**src/rtl/fetch_unit.sv**
```systemverilog
// fetch_unit: credit-limited instruction fetch with an in-order response FIFO and redirect flush.
// Define FETCH_PERF_CNT_EN to build the fetch-starvation counter driving stall_cycles_out.
module fetch_unit #(
  parameter logic [31:0] RESET_PC   = 32'h0000_0000,
  parameter int          FIFO_DEPTH = 4
) (
  input  logic        clk_in,
  input  logic        rst_n_in,
  output logic        imem_req_valid_out,
  output logic [31:0] imem_req_addr_out,
  input  logic        imem_req_ready_in,
  input  logic        imem_resp_valid_in,
  input  logic [31:0] imem_resp_data_in,
  input  logic        redirect_valid_in,
  input  logic [31:0] redirect_pc_in,
  output logic        inst_valid_out,
  output logic [31:0] instruction_out,
  output logic [31:0] pc_out,
  input  logic        inst_ready_in,
  output logic [31:0] stall_cycles_out
);
  localparam int AW = $clog2(FIFO_DEPTH);
  localparam int CW = AW + 1;
  typedef enum logic [1:0] {IDLE, FETCH, FLUSH} state_e;
  state_e        state_q, state_d;
  logic [31:0]   fetch_pc_q, fetch_pc_d, resp_pc_q, resp_pc_d;
  logic [CW-1:0] outstanding_q, outstanding_d, drop_cnt_q, drop_cnt_d, count_q, count_d;
  logic [AW-1:0] wr_ptr_q, wr_ptr_d, rd_ptr_q, rd_ptr_d;
  logic [31:0]   inst_mem_q [FIFO_DEPTH];
  logic [31:0]   pc_mem_q [FIFO_DEPTH];
  logic          credit_ok, req_fire, resp_dec, push, pop;
  logic [31:0]   redirect_pc;
  // Outstanding requests plus buffered entries never exceed the FIFO, so responses always fit.
  assign credit_ok          = ({1'b0, outstanding_q} + {1'b0, count_q}) < (CW+1)'(FIFO_DEPTH);
  assign imem_req_valid_out = (state_q == FETCH) && !redirect_valid_in && credit_ok;
  assign imem_req_addr_out  = fetch_pc_q;
  assign req_fire           = imem_req_valid_out && imem_req_ready_in;
  assign resp_dec           = imem_resp_valid_in && (outstanding_q != '0);
  assign push               = (state_q == FETCH) && !redirect_valid_in && resp_dec;
  assign pop                = inst_valid_out && inst_ready_in && !redirect_valid_in;
  assign redirect_pc        = {redirect_pc_in[31:2], 2'b00};
  assign inst_valid_out     = count_q != '0;
  assign instruction_out    = inst_mem_q[rd_ptr_q];
  assign pc_out             = pc_mem_q[rd_ptr_q];
  always_comb begin
    outstanding_d = outstanding_q + CW'(req_fire) - CW'(resp_dec);
    count_d       = count_q + CW'(push) - CW'(pop);
    wr_ptr_d      = wr_ptr_q + AW'(push);
    rd_ptr_d      = rd_ptr_q + AW'(pop);
    fetch_pc_d    = req_fire ? fetch_pc_q + 32'd4 : fetch_pc_q;
    resp_pc_d     = push ? resp_pc_q + 32'd4 : resp_pc_q;
    drop_cnt_d    = (state_q == FLUSH) ? drop_cnt_q - CW'(resp_dec) : drop_cnt_q;
    state_d       = (state_q == IDLE) ? FETCH :
                    (state_q == FLUSH && drop_cnt_d == '0) ? FETCH : state_q;
    if (redirect_valid_in) begin
      fetch_pc_d = redirect_pc;
      resp_pc_d  = redirect_pc;
      count_d    = '0;
      wr_ptr_d   = '0;
      rd_ptr_d   = '0;
      drop_cnt_d = (state_q == FLUSH) ? drop_cnt_d : outstanding_d;
      state_d    = (drop_cnt_d == '0) ? FETCH : FLUSH;
    end
  end
  always_ff @(posedge clk_in or negedge rst_n_in) begin
    if (!rst_n_in) begin
      state_q       <= IDLE;
      fetch_pc_q    <= RESET_PC;
      resp_pc_q     <= RESET_PC;
      outstanding_q <= '0;
      drop_cnt_q    <= '0;
      count_q       <= '0;
      wr_ptr_q      <= '0;
      rd_ptr_q      <= '0;
    end else begin
      state_q       <= state_d;
      fetch_pc_q    <= fetch_pc_d;
      resp_pc_q     <= resp_pc_d;
      outstanding_q <= outstanding_d;
      drop_cnt_q    <= drop_cnt_d;
      count_q       <= count_d;
      wr_ptr_q      <= wr_ptr_d;
      rd_ptr_q      <= rd_ptr_d;
    end
  end
  always_ff @(posedge clk_in) begin
    if (push) begin
      inst_mem_q[wr_ptr_q] <= imem_resp_data_in;
      pc_mem_q[wr_ptr_q]   <= resp_pc_q;
    end
  end
`ifdef FETCH_PERF_CNT_EN
  logic [31:0] stall_q, stall_d;
  assign stall_d = (state_q == FETCH && !inst_valid_out && stall_q != '1) ? stall_q + 32'd1 : stall_q;
  always_ff @(posedge clk_in or negedge rst_n_in) begin
    if (!rst_n_in) stall_q <= '0;
    else stall_q <= stall_d;
  end
  assign stall_cycles_out = stall_q;
`else
  assign stall_cycles_out = '0;
`endif
endmodule

```
**config.mk**
```make
export PLATFORM = sky130hd
export DESIGN_NAME = fetch_unit
export DESIGN_NICKNAME = d
export VERILOG_FILES = /design/src/rtl/fetch_unit.sv
export SDC_FILE = /design/constraint.sdc
export NUM_CORES = 1
export LEC_CHECK = 0
export ABC_CLOCK_PERIOD_IN_PS = 16950
export BUFFER_PORTS_ARGS = -buffer_cell sky130_fd_sc_hd__buf_2
export CAP_MARGIN = 15
export CORE_UTILIZATION = 55
export CTS_BUF_LIST = sky130_fd_sc_hd__clkbuf_8
export DETAILED_ROUTE_END_ITERATION = 6
export MAX_ROUTING_LAYER = met4
export PLACE_DENSITY = 0.83
export SYNTH_ARGS = -nofsm -noshare
export SYNTH_HDL_FRONTEND = slang
export SYNTH_SLANG_ARGS = --single-unit
```
**constraint.sdc**
```tcl
create_clock -name clk_in -period 16.95 [get_ports clk_in]
set_input_delay 0 -clock clk_in [delete_from_list [all_inputs] [get_ports clk_in]]
set_output_delay 0 -clock clk_in [all_outputs]
set_load 0.03 [all_outputs]
```
=== After elaboration in Yosys (flattened, before gate mapping) ===
Memories as Yosys holds them, arrays and structs flattened.
Cells that the tools add are included.

* Flip-flop bits (word level): 79
* RAM bits: 256
* Output and inout port bits: 130
* Word-level logic and storage cells: 56
* Memories kept: 2

{| class="wikitable"
|+ Memories
! name !! words !! bits a word !! read ports !! clocked after Yosys merged registers in !! wr ports !! RTL line !! text
|-
| inst_mem_q || 4 || 32 || 1 || 0 || 1 || 29 || <nowiki>logic [31:0] inst_mem_q [FIFO_DEPTH];</nowiki>
|-
| pc_mem_q || 4 || 32 || 1 || 0 || 1 || 30 || <nowiki>logic [31:0] pc_mem_q [FIFO_DEPTH];</nowiki>
|}

* Add/sub/neg operators: 10
* Magnitude comparators: 1
* Equal/unequal tests: 2
* Multiplexer cells: 16
* Reductions and logical operators: 17

{| class="wikitable"
|+ Operators with widths
! kind !! count
|-
| $mux 32 || 4
|-
| $add 32x3->32 const B || 2
|-
| $mux 2 || 6
|-
| $mux 3 || 4
|-
| $reduce_bool 3->1 || 3
|-
| $sub 3x1->3 || 3
|-
| $logic_and 1x1->1 || 8
|-
| $add 3x1->3 || 2
|-
| $logic_not 3->1 || 2
|-
| $add 2x1->2 || 2
|-
| $add 3x3->4 || 1
|-
| $lt 4x3->1 const B || 1
|-
| $reduce_bool 2->1 || 2
|-
| $eq 2x1->1 const B || 1
|-
| $eq 2x2->1 const B || 1
|-
| $logic_not 2->1 || 1
|-
| $mux 1 || 2
|-
| $logic_not 1->1 || 1
|}

=== Depth between registers and ports, before layout ===
* Depth in word-level cells: 10
* Gate-level depth with buffers: 13
* Mapped depth without buffers: 12

=== Least setup slack after synthesis ===
No wires, ideal clock.

* Kind: register -> register
* From: register state_q[1]
* To: memory inst_mem_q[1][0], enable pin
* Setup time: 0.571 ns
* Arrival time: 5.994 ns
* Data required time: 16.379 ns
* Slack: 10.385 ns
* Cell stages (with the launch flop): 6
* Path buffers: 2
* Period minus slack after synthesis: 6.565 ns
* Path through: dfrtp_1 or3b_4 or2_2 clkbuf_1 buf_2 nor3b_1

* Longest elaborated chain between the ends: 5

{| class="wikitable"
|+ Ends and longest elaborated chain
! what !! RTL line !! text
|-
| start: declaration || 25 || <nowiki>state_e state_q, state_d;</nowiki>
|-
| start signal: assignment || 76 || <nowiki>state_q <= state_d;</nowiki>
|-
| $eq 2x1->1 || 39 || <nowiki>assign push = (state_q == FETCH) && !redirect_valid_in && resp_dec;</nowiki>
|-
| $logic_and 1x1->1 (2 in a row) || 39 ||
|-
| $mux 1 || 87 || <nowiki>if (push) begin</nowiki>
|-
| $mux 1 (not written as such) || 88 || <nowiki>inst_mem_q[wr_ptr_q] <= imem_resp_data_in;</nowiki>
|-
| end: declaration || 29 ||
|}

Every way passes these cells.

=== Worst setup path after layout ===
* From: input redirect_valid_in
* To: memory inst_mem_q[2][15], enable pin

* Longest elaborated chain between the ends: 5

{| class="wikitable"
|+ Ends and longest elaborated chain
! what !! RTL line !! text
|-
| start: declaration || 14 || <nowiki>input logic redirect_valid_in,</nowiki>
|-
| $logic_not 1->1 || 39 ||
|-
| $logic_and 1x1->1 (2 in a row) || 39 ||
|-
| $mux 1 || 87 ||
|-
| $mux 1 (not written as such) || 88 ||
|}

Every way passes these cells.

==> metrics.csv <==
stage,metric,value,unit
run_status,outcome,"finished, final reports clean",
critical_path,cp.required,17.12,ns
final_layout,fin_util,68.2,%
clock_network,h-tree-depth,2,
final_layout,regArea,9330,µm²
die,fp.dieW,159,µm
critical_path,path_max_fanout,53,
critical_path,critPathKind,primary input to register,
route,post_drt_wl_per_cell,20.0,µm
power,power_leakage,6.02,nW
timing,fin_tns_setup,0,ns
critical_path,cp_data_arrival_time,3.90,ns
clock_network,postCtsSetupBuffers,0,
synthesis,synth_warnings,0,
synthesis,synthCells,853,
die,fp.dieH,159,µm
placement,port_buffers,161,
timing,worst_pin_slew,1.20,ns
synthesis,synthFlopType,edfxtp_1,
global_route,grt_pass1_vias,8593,
power,internal-power,0.00138,W
power,vdd_drop_max,0.000103,V
global_route,gr-total-overflow,0,
power,pwr-share-comb,16.0,%
synthesis,synth_edf_count,248,
final_layout,layout_commonest_cell,edfxtp_1,
critical_path,worst-r2r-cell-count,13,
die,core_area,23800,µm²
flow_run,max_cap_viol_count,0,
power,p_clk_share,34.3,%
clock_network,tritoncts,built,
timing,rsz0062_at_grt,no,
power,switching_power,0.000522,W
route,via_per_inst,5.89,
final_layout,layout.nets,1191,
timing,setup_violations,0,
power,power_density,117,nW/µm²
global_route,antenna_found_initial,0,
route,ant_nets,0,
final_layout,multi_input_area,3800,µm²
clock_network,root_buffer,clkbuf_8,
timing,fin_crit_sh,22.0,%
timing,relSlewSlack,19.6,%
route,firstDrtPassIters,5,
clock_network,cts_resized,0,
global_route,grt_max_degree,76,
timing,max_clock_freq,0.268,GHz
timing,drv_slew,0,
final_layout,layout_common_cells,"248 x edfxtp_1, 161 x buf_2, 73 x dfrtp_1",
synthesis,synth.yosys.seq_area_share,69.2,%
synthesis,synthesis.area,13500,µm²
die,dieArea,25100,µm²
synthesis,synth_area_leaders,"edfxtp_1 55%, dfrtp_1 14%, mux4_2 10%",
global_route,grt_use_total,24.5,%
final_layout,num-fill-cells,1570,
clock_network,clock_latency,0.56,ns
clock_network,clock_path_buffers,3,
timing,hold_viol,0,
synthesis,avgSynthCellArea,15.8,µm²
clock_network,clk_pin_slew,0.06,ns
synthesis,synth_seq_cells,323,
synthesis,synth.top_cell.area_share,55.3,%
placement,globalplace.congestion,0.867,
die,rows,56,
clock_network,cts_sinks,323,
final_layout,drive_gt1_share,27.4,%
route,drt_iter0_markers,959,
power,p_seq_share,49.8,%
timing,skew,0.0239,ns
clock_network,cts_buffers,52,
route,drcViolationCount,0,
hold_path,hold_class,primary input to register,
final_layout,area_growth,20.2,%
synthesis,synth.largest_area_cell,edfxtp_1,
power,p_sw_share,27.5,%
hold_path,holdPathStages,5,
synthesis,async_flop_share,23.2,%
global_route,grt_pass1_wl,44.9,mm
synthesis,yosysUniqueCellTypes,52,
final_layout,antenna_cells,0,
route,drt_wl_total,29.3,mm
die,ios,200,
critical_path,startpoint_type,primary input,
route,num_vias,8643,
critical_path,end_kind,register,
die,start_util,56.7,%
placement,hpwl,17.2,mm
timing,fin_crit,3.73,ns
sequential cells by signal (all words and copies together) (netlist names):
| register | cells |
|---|---|
| count_q | 3 |
| imem_req_addr_out | 30 |
| rd_ptr_q | 2 |
| resp_pc_q | 30 |
| drop_cnt_q | 3 |
| pc_mem_q | 120 |
| inst_mem_q | 128 |
| outstanding_q | 3 |
| wr_ptr_q | 2 |
| state_q | 2 |
worst max-delay path, stage by stage:
cell,delay (ns)
dlygate4sd3_1,0.53
buf_2,0.13
buf_4,0.30
or3b_4,0.51
or2_2,0.53
inv_1,0.60
nand2_1,0.20
nor2_4,0.34
buf_4,0.69
final timing paths:
| check | startpoint | endpoint | slack [ns] |
|---|---|---|---|
| worst max-delay path | redirect_valid_in | inst_mem_q[2][15]$_DFFE_PP_ | 13.22 |
| min in group asynchronous | rst_n_in | imem_req_addr_out[30]$_DFFE_PN0N_ | 0.19 |
| worst min register to register | drop_cnt_q[1]$_DFF_PN0_ | drop_cnt_q[1]$_DFF_PN0_ | 0.54 |
| worst max register to register | outstanding_q[2]$_DFF_PN0_ | state_q[1]$_DFFE_PN0P_ | 13.32 |
| max in group asynchronous | rst_n_in | rd_ptr_q[0]$_DFF_PN0_ | 16.01 |
| worst min-delay path | imem_req_ready_in | imem_req_addr_out[12]$_DFFE_PN0N_ | 0.07 |
synthesized netlist by cell type (2+ instances only):
library cell,instances
a21oi_1,11
nand4_1,25
nor2b_1,5
edfxtp_1,248
a32oi_1,2
a41oi_1,6
xnor2_1,7
ha_1,12
dfrtp_1,75
buf_4,37
and3_1,13
fa_1,2
o31a_1,5
or3_1,10
or3b_1,2
nor3b_1,2
o21ai_0,40
nand2_1,69
a31oi_1,11
and2_1,5
mux4_2,62
nor3_1,10
nor2_1,38
nor4_1,4
nand3_1,34
o211a_1,2
buf_2,9
o311ai_0,12
a221o_1,4
and4_1,2
buf_1,3
inv_1,17
o211ai_1,26
clkbuf_1,25
layout make-up:
cell class              instances  area share, %
multi-input cells             473           23.5
well taps                     319           2.46
flip-flops and latches        323           57.6
clock inverters                36           1.38
inverters                      18          0.417
repair buffers                239           9.61
clock buffers                  59           5.01
power groups by stage:
stage	Sequential, W	Clock [W]	Combinational, W
floorplan	0.000957	0	0.000213
global placement	0.000957	0	0.000285
detailed placement	0.000961	0	0.000291
CTS	0.000945	0.000664	0.000305
global route	0.000953	0.000700	0.000331
finish	0.000946	0.000651	0.000304
cells by family (layout without fill, tap and decap cells):
family,after synthesis,after routing,synth area share (%)
AO/OA/AOI/OAI,128,128,6.45
XOR/XNOR,8,8,0.520
flip-flops,323,323,69.2
multiplexers,63,63,10.4
AND/OR/NAND/NOR,224,224,8.27
adder cells (fa/ha/maj),14,14,1.41
other,1,36,0.0278
buffers and inverters,92,352,3.68
routing by layer:
layer / GRT usage, % / up-vias / share of wire (%)
li1: - / 3824 / -
met1: 31.5 / 4235 / 40
met2: 40.2 / 530 / 49
met3: 4.63 / 54 / 9.8
met4: 6.55 / 0 / 1.5
met5: - / - / 0
metrics by stage:
step	total power [W]	hold WS (ns)	setup WS (ns)	instances	area [µm²]
2_1_floorplan	0.00117	-0.296	10.39	888	13600
3_3_place_gp	0.00124	0.214	13.29	1306	14500
3_5_place_dp	0.00125	0.220	13.24	1306	14500
4_1_cts	0.00191	0.0255	13.28	1467	16200
5_1_grt	0.00198	0.0521	13.12	1467	16200
6_report	0.00190	0.0664	13.22	1467	16200
what timing repair did:
action / CTS / global route
hold buffers: 66 / 0
hold endpoints to repair: 267 / 0
endpoints found under the setup margin: 0 / 0
Power figures use the tool's default switching activity.
